**src/rtl/cfg_types_pkg.sv**
```systemverilog
// Shared types for the accelerator wrapper: sequencer state and error status encodings.
package cfg_types_pkg;

  localparam int unsigned LenWidth    = 6;
  localparam int unsigned OutCntWidth = 5;

  typedef enum logic [3:0] {
    StIdle    = 4'd0,
    StRdReq   = 4'd1,
    StRdWait  = 4'd2,
    StFeed    = 4'd3,
    StCollect = 4'd4,
    StWrite   = 4'd5,
    StDone    = 4'd6
  } acc_state_t;

  typedef enum logic [3:0] {
    ErrNone    = 4'd0,
    ErrLen     = 4'd1,
    ErrTimeout = 4'd2
  } acc_error_t;

endpackage

```
**src/rtl/accel_be_gen.sv**
```systemverilog
// Derives the result word count and the byte-enable mask of the final result word
// from the requested output length in bytes.
module accel_be_gen
  import cfg_types_pkg::*;
#(
  parameter int unsigned BeWidth = 4
) (
  input  logic [LenWidth-1:0]    len_i,
  output logic [OutCntWidth-1:0] n_words_o,
  output logic [BeWidth-1:0]     last_be_o
);

  logic [LenWidth:0] len_round;

  always_comb begin
    len_round = {1'b0, len_i} + (LenWidth + 1)'(3);
    n_words_o = OutCntWidth'(len_round >> 2);
    last_be_o = '1;
    // A length that is a multiple of four fills the whole final word.
    if (len_i[1:0] != 2'd0) begin
      last_be_o = BeWidth'((5'd1 << len_i[1:0]) - 5'd1);
    end
  end

endmodule

```
**src/rtl/accel_mem_sequencer.sv**
```systemverilog
// Job sequencer: streams IN_WORDS words from buffer SRAM into the core, writes results back.
// Optional core watchdog enabled by defining ACCEL_SEQ_TIMEOUT_EN.
module accel_mem_sequencer
  import cfg_types_pkg::*;
#(
  parameter int unsigned MEM_ADDR_WIDTH = 10,
  parameter int unsigned MEM_DATA_WIDTH = 32,
  parameter int unsigned MEM_DEPTH      = 1024,
  parameter int unsigned IN_WORDS       = 8,
  parameter int unsigned OUT_BASE       = 512,
  parameter int unsigned TIMEOUT_CYCLES = 1024
) (
  input  logic                        clk,
  input  logic                        rst_n,
  input  logic                        start,
  input  logic [5:0]                  output_length_byte,
  output logic                        done,
  output logic [3:0]                  accel_state,
  output logic [3:0]                  accel_error,
  output logic                        mem_en,
  output logic                        mem_we,
  output logic [MEM_ADDR_WIDTH-1:0]   mem_addr,
  output logic [MEM_DATA_WIDTH/8-1:0] mem_be,
  output logic [MEM_DATA_WIDTH-1:0]   mem_wdata,
  input  logic [MEM_DATA_WIDTH-1:0]   mem_rdata,
  output logic                        core_in_valid,
  input  logic                        core_in_ready,
  output logic [MEM_DATA_WIDTH-1:0]   core_in_data,
  output logic                        core_in_last,
  input  logic                        core_out_valid,
  output logic                        core_out_ready,
  input  logic [MEM_DATA_WIDTH-1:0]   core_out_data
);

  localparam int unsigned BeWidth    = MEM_DATA_WIDTH / 8;
  localparam int unsigned RdCntWidth = $clog2(IN_WORDS) + 1;

  if (OUT_BASE + 16 > MEM_DEPTH) begin : g_depth_check
    $error("output region does not fit in the buffer");
  end

  acc_state_t                state_q, state_d;
  acc_error_t                error_q, error_d;
  logic [RdCntWidth-1:0]     rd_cnt_q, rd_cnt_d;
  logic [OutCntWidth-1:0]    wr_cnt_q, wr_cnt_d;
  logic [MEM_DATA_WIDTH-1:0] in_hold_q, in_hold_d;
  logic [MEM_DATA_WIDTH-1:0] out_hold_q, out_hold_d;
  logic [OutCntWidth-1:0]    n_words;
  logic [BeWidth-1:0]        last_be;
  logic                      rd_last, wr_last;

`ifdef ACCEL_SEQ_TIMEOUT_EN
  localparam int unsigned WdWidth = $clog2(TIMEOUT_CYCLES) + 1;
  logic [WdWidth-1:0] wdog_q, wdog_d;
`endif

  accel_be_gen #(
    .BeWidth (BeWidth)
  ) u_be_gen (
    .len_i     (output_length_byte),
    .n_words_o (n_words),
    .last_be_o (last_be)
  );

  assign accel_state = state_q;
  assign accel_error = error_q;
  assign rd_last     = (rd_cnt_q == RdCntWidth'(IN_WORDS - 1));
  assign wr_last     = (wr_cnt_q == n_words - OutCntWidth'(1));

  always_comb begin
    state_d        = state_q;
    error_d        = error_q;
    rd_cnt_d       = rd_cnt_q;
    wr_cnt_d       = wr_cnt_q;
    in_hold_d      = in_hold_q;
    out_hold_d     = out_hold_q;
    done           = 1'b0;
    mem_en         = 1'b0;
    mem_we         = 1'b0;
    mem_addr       = '0;
    mem_be         = '0;
    mem_wdata      = '0;
    core_in_valid  = 1'b0;
    core_in_data   = '0;
    core_in_last   = 1'b0;
    core_out_ready = 1'b0;

    case (state_q)
      StIdle: begin
        if (start) begin
          error_d  = ErrNone;
          rd_cnt_d = '0;
          wr_cnt_d = '0;
          if (output_length_byte == '0) begin
            error_d = ErrLen;
            state_d = StDone;
          end else begin
            state_d = StRdReq;
          end
        end
      end
      StRdReq: begin
        mem_en   = 1'b1;
        mem_addr = MEM_ADDR_WIDTH'(rd_cnt_q);
        state_d  = StRdWait;
      end
      StRdWait: begin
        in_hold_d = mem_rdata;
        state_d   = StFeed;
      end
      StFeed: begin
        core_in_valid = 1'b1;
        core_in_data  = in_hold_q;
        core_in_last  = rd_last;
        if (core_in_ready) begin
          rd_cnt_d = rd_cnt_q + RdCntWidth'(1);
          state_d  = rd_last ? StCollect : StRdReq;
        end
      end
      StCollect: begin
        core_out_ready = 1'b1;
        if (core_out_valid) begin
          out_hold_d = core_out_data;
          state_d    = StWrite;
        end
      end
      StWrite: begin
        mem_en    = 1'b1;
        mem_we    = 1'b1;
        mem_addr  = MEM_ADDR_WIDTH'(OUT_BASE) + MEM_ADDR_WIDTH'(wr_cnt_q);
        mem_wdata = out_hold_q;
        mem_be    = wr_last ? last_be : '1;
        wr_cnt_d  = wr_cnt_q + OutCntWidth'(1);
        state_d   = wr_last ? StDone : StCollect;
      end
      StDone: begin
        done    = 1'b1;
        state_d = StIdle;
      end
      default: state_d = StIdle;
    endcase

`ifdef ACCEL_SEQ_TIMEOUT_EN
    // Counts only consecutive stalled cycles; any handshake or state change restarts it.
    wdog_d = '0;
    if ((state_q == StFeed && !core_in_ready) || (state_q == StCollect && !core_out_valid)) begin
      wdog_d = wdog_q + WdWidth'(1);
      if (wdog_d == WdWidth'(TIMEOUT_CYCLES)) begin
        wdog_d  = '0;
        error_d = ErrTimeout;
        state_d = StDone;
      end
    end
`endif
  end

  always_ff @(posedge clk or negedge rst_n) begin
    if (!rst_n) begin
      state_q    <= StIdle;
      error_q    <= ErrNone;
      rd_cnt_q   <= '0;
      wr_cnt_q   <= '0;
      in_hold_q  <= '0;
      out_hold_q <= '0;
    end else begin
      state_q    <= state_d;
      error_q    <= error_d;
      rd_cnt_q   <= rd_cnt_d;
      wr_cnt_q   <= wr_cnt_d;
      in_hold_q  <= in_hold_d;
      out_hold_q <= out_hold_d;
    end
  end

`ifdef ACCEL_SEQ_TIMEOUT_EN
  always_ff @(posedge clk or negedge rst_n) begin
    if (!rst_n) begin
      wdog_q <= '0;
    end else begin
      wdog_q <= wdog_d;
    end
  end
`endif

endmodule

```
**config.mk**
```make
export PLATFORM = sky130hd
export DESIGN_NAME = accel_mem_sequencer
export DESIGN_NICKNAME = d
export VERILOG_FILES = /design/src/rtl/cfg_types_pkg.sv /design/src/rtl/accel_be_gen.sv /design/src/rtl/accel_mem_sequencer.sv
export SDC_FILE = /design/constraint.sdc
export NUM_CORES = 1
export LEC_CHECK = 0
export BUFFER_PORTS_ARGS = -buffer_cell sky130_fd_sc_hd__buf_2
export CORE_AREA = 2 2 91 137
export CTS_BUF_LIST = sky130_fd_sc_hd__clkbuf_8
export CTS_CLUSTER_DIAMETER = 80
export DETAILED_ROUTE_END_ITERATION = 16
export DIE_AREA = 0 0 93 139
export GPL_TIMING_DRIVEN = 0
export PLACE_DENSITY = 0.65
export RECOVER_POWER = 50
export SKIP_LAST_GASP = 1
export SLEW_MARGIN = 10
export SYNTH_ARGS = -nofsm -noshare
export SYNTH_HDL_FRONTEND = slang
export SYNTH_SLANG_ARGS = --single-unit
```
**constraint.sdc**
```tcl
create_clock -name clk -period 1.9 [get_ports clk]
set_input_delay 0.285 -clock clk [delete_from_list [all_inputs] [get_ports clk]]
set_output_delay 0.285 -clock clk [all_outputs]
set_load 0.01 [all_outputs]
```
==> results.json <==
{
  "netlist.area_leader.share_pct": 47.8,
  "synth_flop_cell": "dfrtp_1",
  "clk_path_buf_depth": 2,
  "gp_congestion": 0.806,
  "synth_area_sq_um": 4030,
  "firstDrtPassIters": 4,
  "fin_skew_ns": 0.00720,
  "min_path_type": "input pin to register",
  "period_share_pct": 120,
  "overflow": 0,
  "rsz0062_at_grt": "yes",
  "p_int_mw": 5.51,
  "startpoint_type": "input pin",
  "p_comb_share_pct": 53.3,
  "synthTopCellsByArea": "dfrtp_1 48%, mux2_2 18%, and2_1 5.4%, and3_1 5.4%, buf_4 2.4%",
  "cts_buffers": 9,
  "dieArea_sq_um": 12900,
  "reg2reg_from": "accel_state[0]",
  "fmax_mhz": 440,
  "post-route-util_pct": 52.7,
  "violations": "setup timing",
  "postSynthAreaPerCell_sq_um": 11.3,
  "num_rows": 49,
  "fin_ws_ns": -0.372,
  "setup-violations-final": 95,
  "drc_errors": 0,
  "leakage_nw": 3.21,
  "synth-seq-cells": 77,
  "status": "complete, but fails checks",
  "h-tree-depth": 3,
  "final_nets": 640,
  "hpwl_microns": 7730,
  "synth.most_common_cell": "dfrtp_1",
  "clock_latency_ns": 0.35,
  "cts_tree": "done",
  "nFillCells": 1081,
  "port_buffers": 157,
  "clkTransAtPathRegs_ns": 0.09,
  "die_w_microns": 93,
  "tightest_slew_ns": 0.951,
  "end_kind": "output pin",
  "antenna_cells": 0,
  "vias_per_cell": 4.84,
  "drv_cap": 0,
  "maxSlewViolCount": 0,
  "max_stage_delay_ns": 0.28,
  "crit_fanout": 5,
  "yosysTopAreaCell": "dfrtp_1",
  "pre_cts_slack_ns": -0.342,
  "cp_data_required_time_ns": 1.62,
  "regToRegSetupSlack_ns": -0.03,
  "final-hold-violation-count": 0,
  "first_iter_violations": 99,
  "seq_area_frac_synth_pct": 47.8,
  "switchingPower_mw": 2.71,
  "async_reset_ff_share_pct": 100,
  "crit_slowest_cell": "o31a_1",
  "ir_worst_vdd_uv": 887,
  "start_util_pct": 34.2,
  "drive_gt1_share_pct": 64.5,
  "num_vias": 3471,
  "syn2layout_area_growth_pct": 54.1,
  "antenna_found_initial": 0,
  "swShare_pct": 33.0,
  "die_y_microns": 139,
  "synth_commonest_cells": "77 x dfrtp_1, 64 x mux2_2, 35 x and2_1, 35 x and3_1",
  "power.density_nw_per_um2": 1330,
  "r2r_cells": 5,
  "worstHoldPathCells": 2,
  "ant_nets": 0,
  "ios": 167,
  "min_to": "out_hold_q[26]",
  "grt_pass1_vias": 3650,
  "slew_headroom_pct": 36.6,
  "cp_cell_sequence": "buf_2 -> inv_1 -> ha_4 -> nor2b_4 -> a21boi_4 -> buf_4 -> nor3b_1 -> o21ai_1 -> o21a_2 -> o31a_1 -> buf_2",
  "netlist_instances": 356,
  "grt_max_degree": 42,
  "layout_min_cycle_time_ns": 2.27,
  "crit_top_cell": "buf_2",
  "grt_usage_pct": 17.2,
  "seqPwrFrac_pct": 30.4,
  "yosys_warnings": 0,
  "r2r-end": "out_hold_q[20]",
  "pwr-share-clk_pct": 16.4,
  "core_sq_um": 11800,
  "synth_enable_flop_cells": 0,
  "grt_pass1_wl_microns": 17700,
  "cts.sinks": 77,
  "crit_arrival_ns": 1.99,
  "wirelength_microns": 11200,
  "wire_per_inst_microns": 15.6,
  "clk_root_buffer_cell": "clkbuf_8",
  "hp-start": "core_out_data[26]",
  "setup.worst_path.class": "input pin to output pin",
  "ys_types": 48
}
## cells in the final DEF (no fill, tap or decap), drive strengths merged, types with 2 or more instances in the layout
| cell | instances |
|---|---|
| a21oi | 4 |
| a22o | 2 |
| a31o | 2 |
| a31oi | 9 |
| and2 | 35 |
| and3 | 35 |
| buf | 208 |
| bufinv | 2 |
| clkbuf | 19 |
| clkinv | 4 |
| conb | 8 |
| dfrtp | 77 |
| ha | 5 |
| inv | 6 |
| mux2 | 65 |
| mux2i | 4 |
| nand2 | 12 |
| nand2b | 2 |
| nand3 | 3 |
| nand3b | 2 |
| nor2 | 10 |
| nor2b | 2 |
| nor3 | 2 |
| nor3b | 5 |
| o211ai | 2 |
| o21ai | 14 |
| or2 | 2 |
| xnor2 | 6 |
| xor2 | 4 |
## stage by stage
step | cells | instance area [sq um] | power (mW) | TNS, ns | hold slack, ns
finish | 717 | 6210 | 8.23 | -6.23 | 0.157
global route | 717 | 6210 | 8.72 | -21.35 | 0.139
CTS | 706 | 5870 | 7.92 | -3.76 | 0.135
detailed placement | 674 | 5060 | 5.10 | -9.88 | 0.284
global placement | 673 | 5040 | 5.01 | -7.42 | 0.460
floorplan | 363 | 4070 | 4.14 | -0.0436 | -0.0106
## logic make-up after synthesis
group	synth area share, %
AO/OA/AOI/OAI	6.86
XOR/XNOR	2.55
adder cells (fa/ha/maj)	1.55
buffers and inverters	5.28
flip-flops	47.8
multiplexers	19.2
other	0.0931
AND/OR/NAND/NOR	16.7
## worst max-delay path, delay by kind of cell
family                   cells  cell delay (ns)
adder cells (fa/ha/maj)      1             0.19
buffers and inverters        4             0.56
AO/OA/AOI/OAI                4             0.69
AND/OR/NAND/NOR              2             0.26
## worst max path at each step
| stage | endpoint | cells after the start | slack, ns | start |
|---|---|---|---|---|
| 4_1_cts | mem_be[3] | 7 | -0.32 | wr_cnt_q[1] |
| 2_1_floorplan | mem_be[3] | 7 | -0.04 | output_length_byte[3] |
| 3_5_place_dp | mem_be[3] | 10 | -0.34 | output_length_byte[1] |
| 5_1_grt | mem_be[3] | 8 | -0.41 | output_length_byte[4] |
| 3_3_place_gp | mem_be[3] | 10 | -0.35 | output_length_byte[1] |
| 6_report | mem_be[3] | 11 | -0.37 | output_length_byte[1] |
## flip-flops by register name (all words and copies together) (netlist names)
name / cells
in_hold_q: 32
accel_state: 3
rd_cnt_q: 4
out_hold_q: 32
wr_cnt_q: 5
accel_error: 1
## layer usage
layer	GRT usage (%)	routed length (microns)	vias to the layer above
met2	30.6	6000	124
met4	5.96	160	0
li1	-	-	1627
met1	19.9	4270	1707
met3	4.08	767	13
met5	0	0	-
## timing repair
action | CTS | global route
cloned | 5 | 1
pin swaps | 39 | 13
setup endpoints to repair | 112 | 136
endpoints found under the hold margin | 36 | 0
gates resized for setup | 115 | 79
buffers inserted | 11 | 13
hold buffers | 1 | 0
## cell type report
| cell class | count | area (sq um) | share of cell area (%) |
|---|---|---|---|
| multi-input combinational | 246 | 2150 | 34.6 |
| sequential | 77 | 1930 | 31.0 |
| timing repair buffer | 188 | 1370 | 22.0 |
| buffer | 31 | 305 | 4.92 |
| tap | 153 | 191 | 3.08 |
| clock buffer | 9 | 124 | 2.00 |
| clock inverter | 6 | 86.3 | 1.39 |
| inverter | 7 | 58.8 | 0.947 |
## power groups by stage
stage                     clock, mW  sequential (mW)  combinational (mW)
final                          1.35             2.50                4.38
after global routing           1.46             2.57                4.69
after CTS                      1.39             2.47                4.05
after detailed placement          0             2.47                2.63
after global placement            0             2.44                2.57
after floorplan                   0             2.38                1.76
Note: power is estimated with default switching activity, not from simulation.
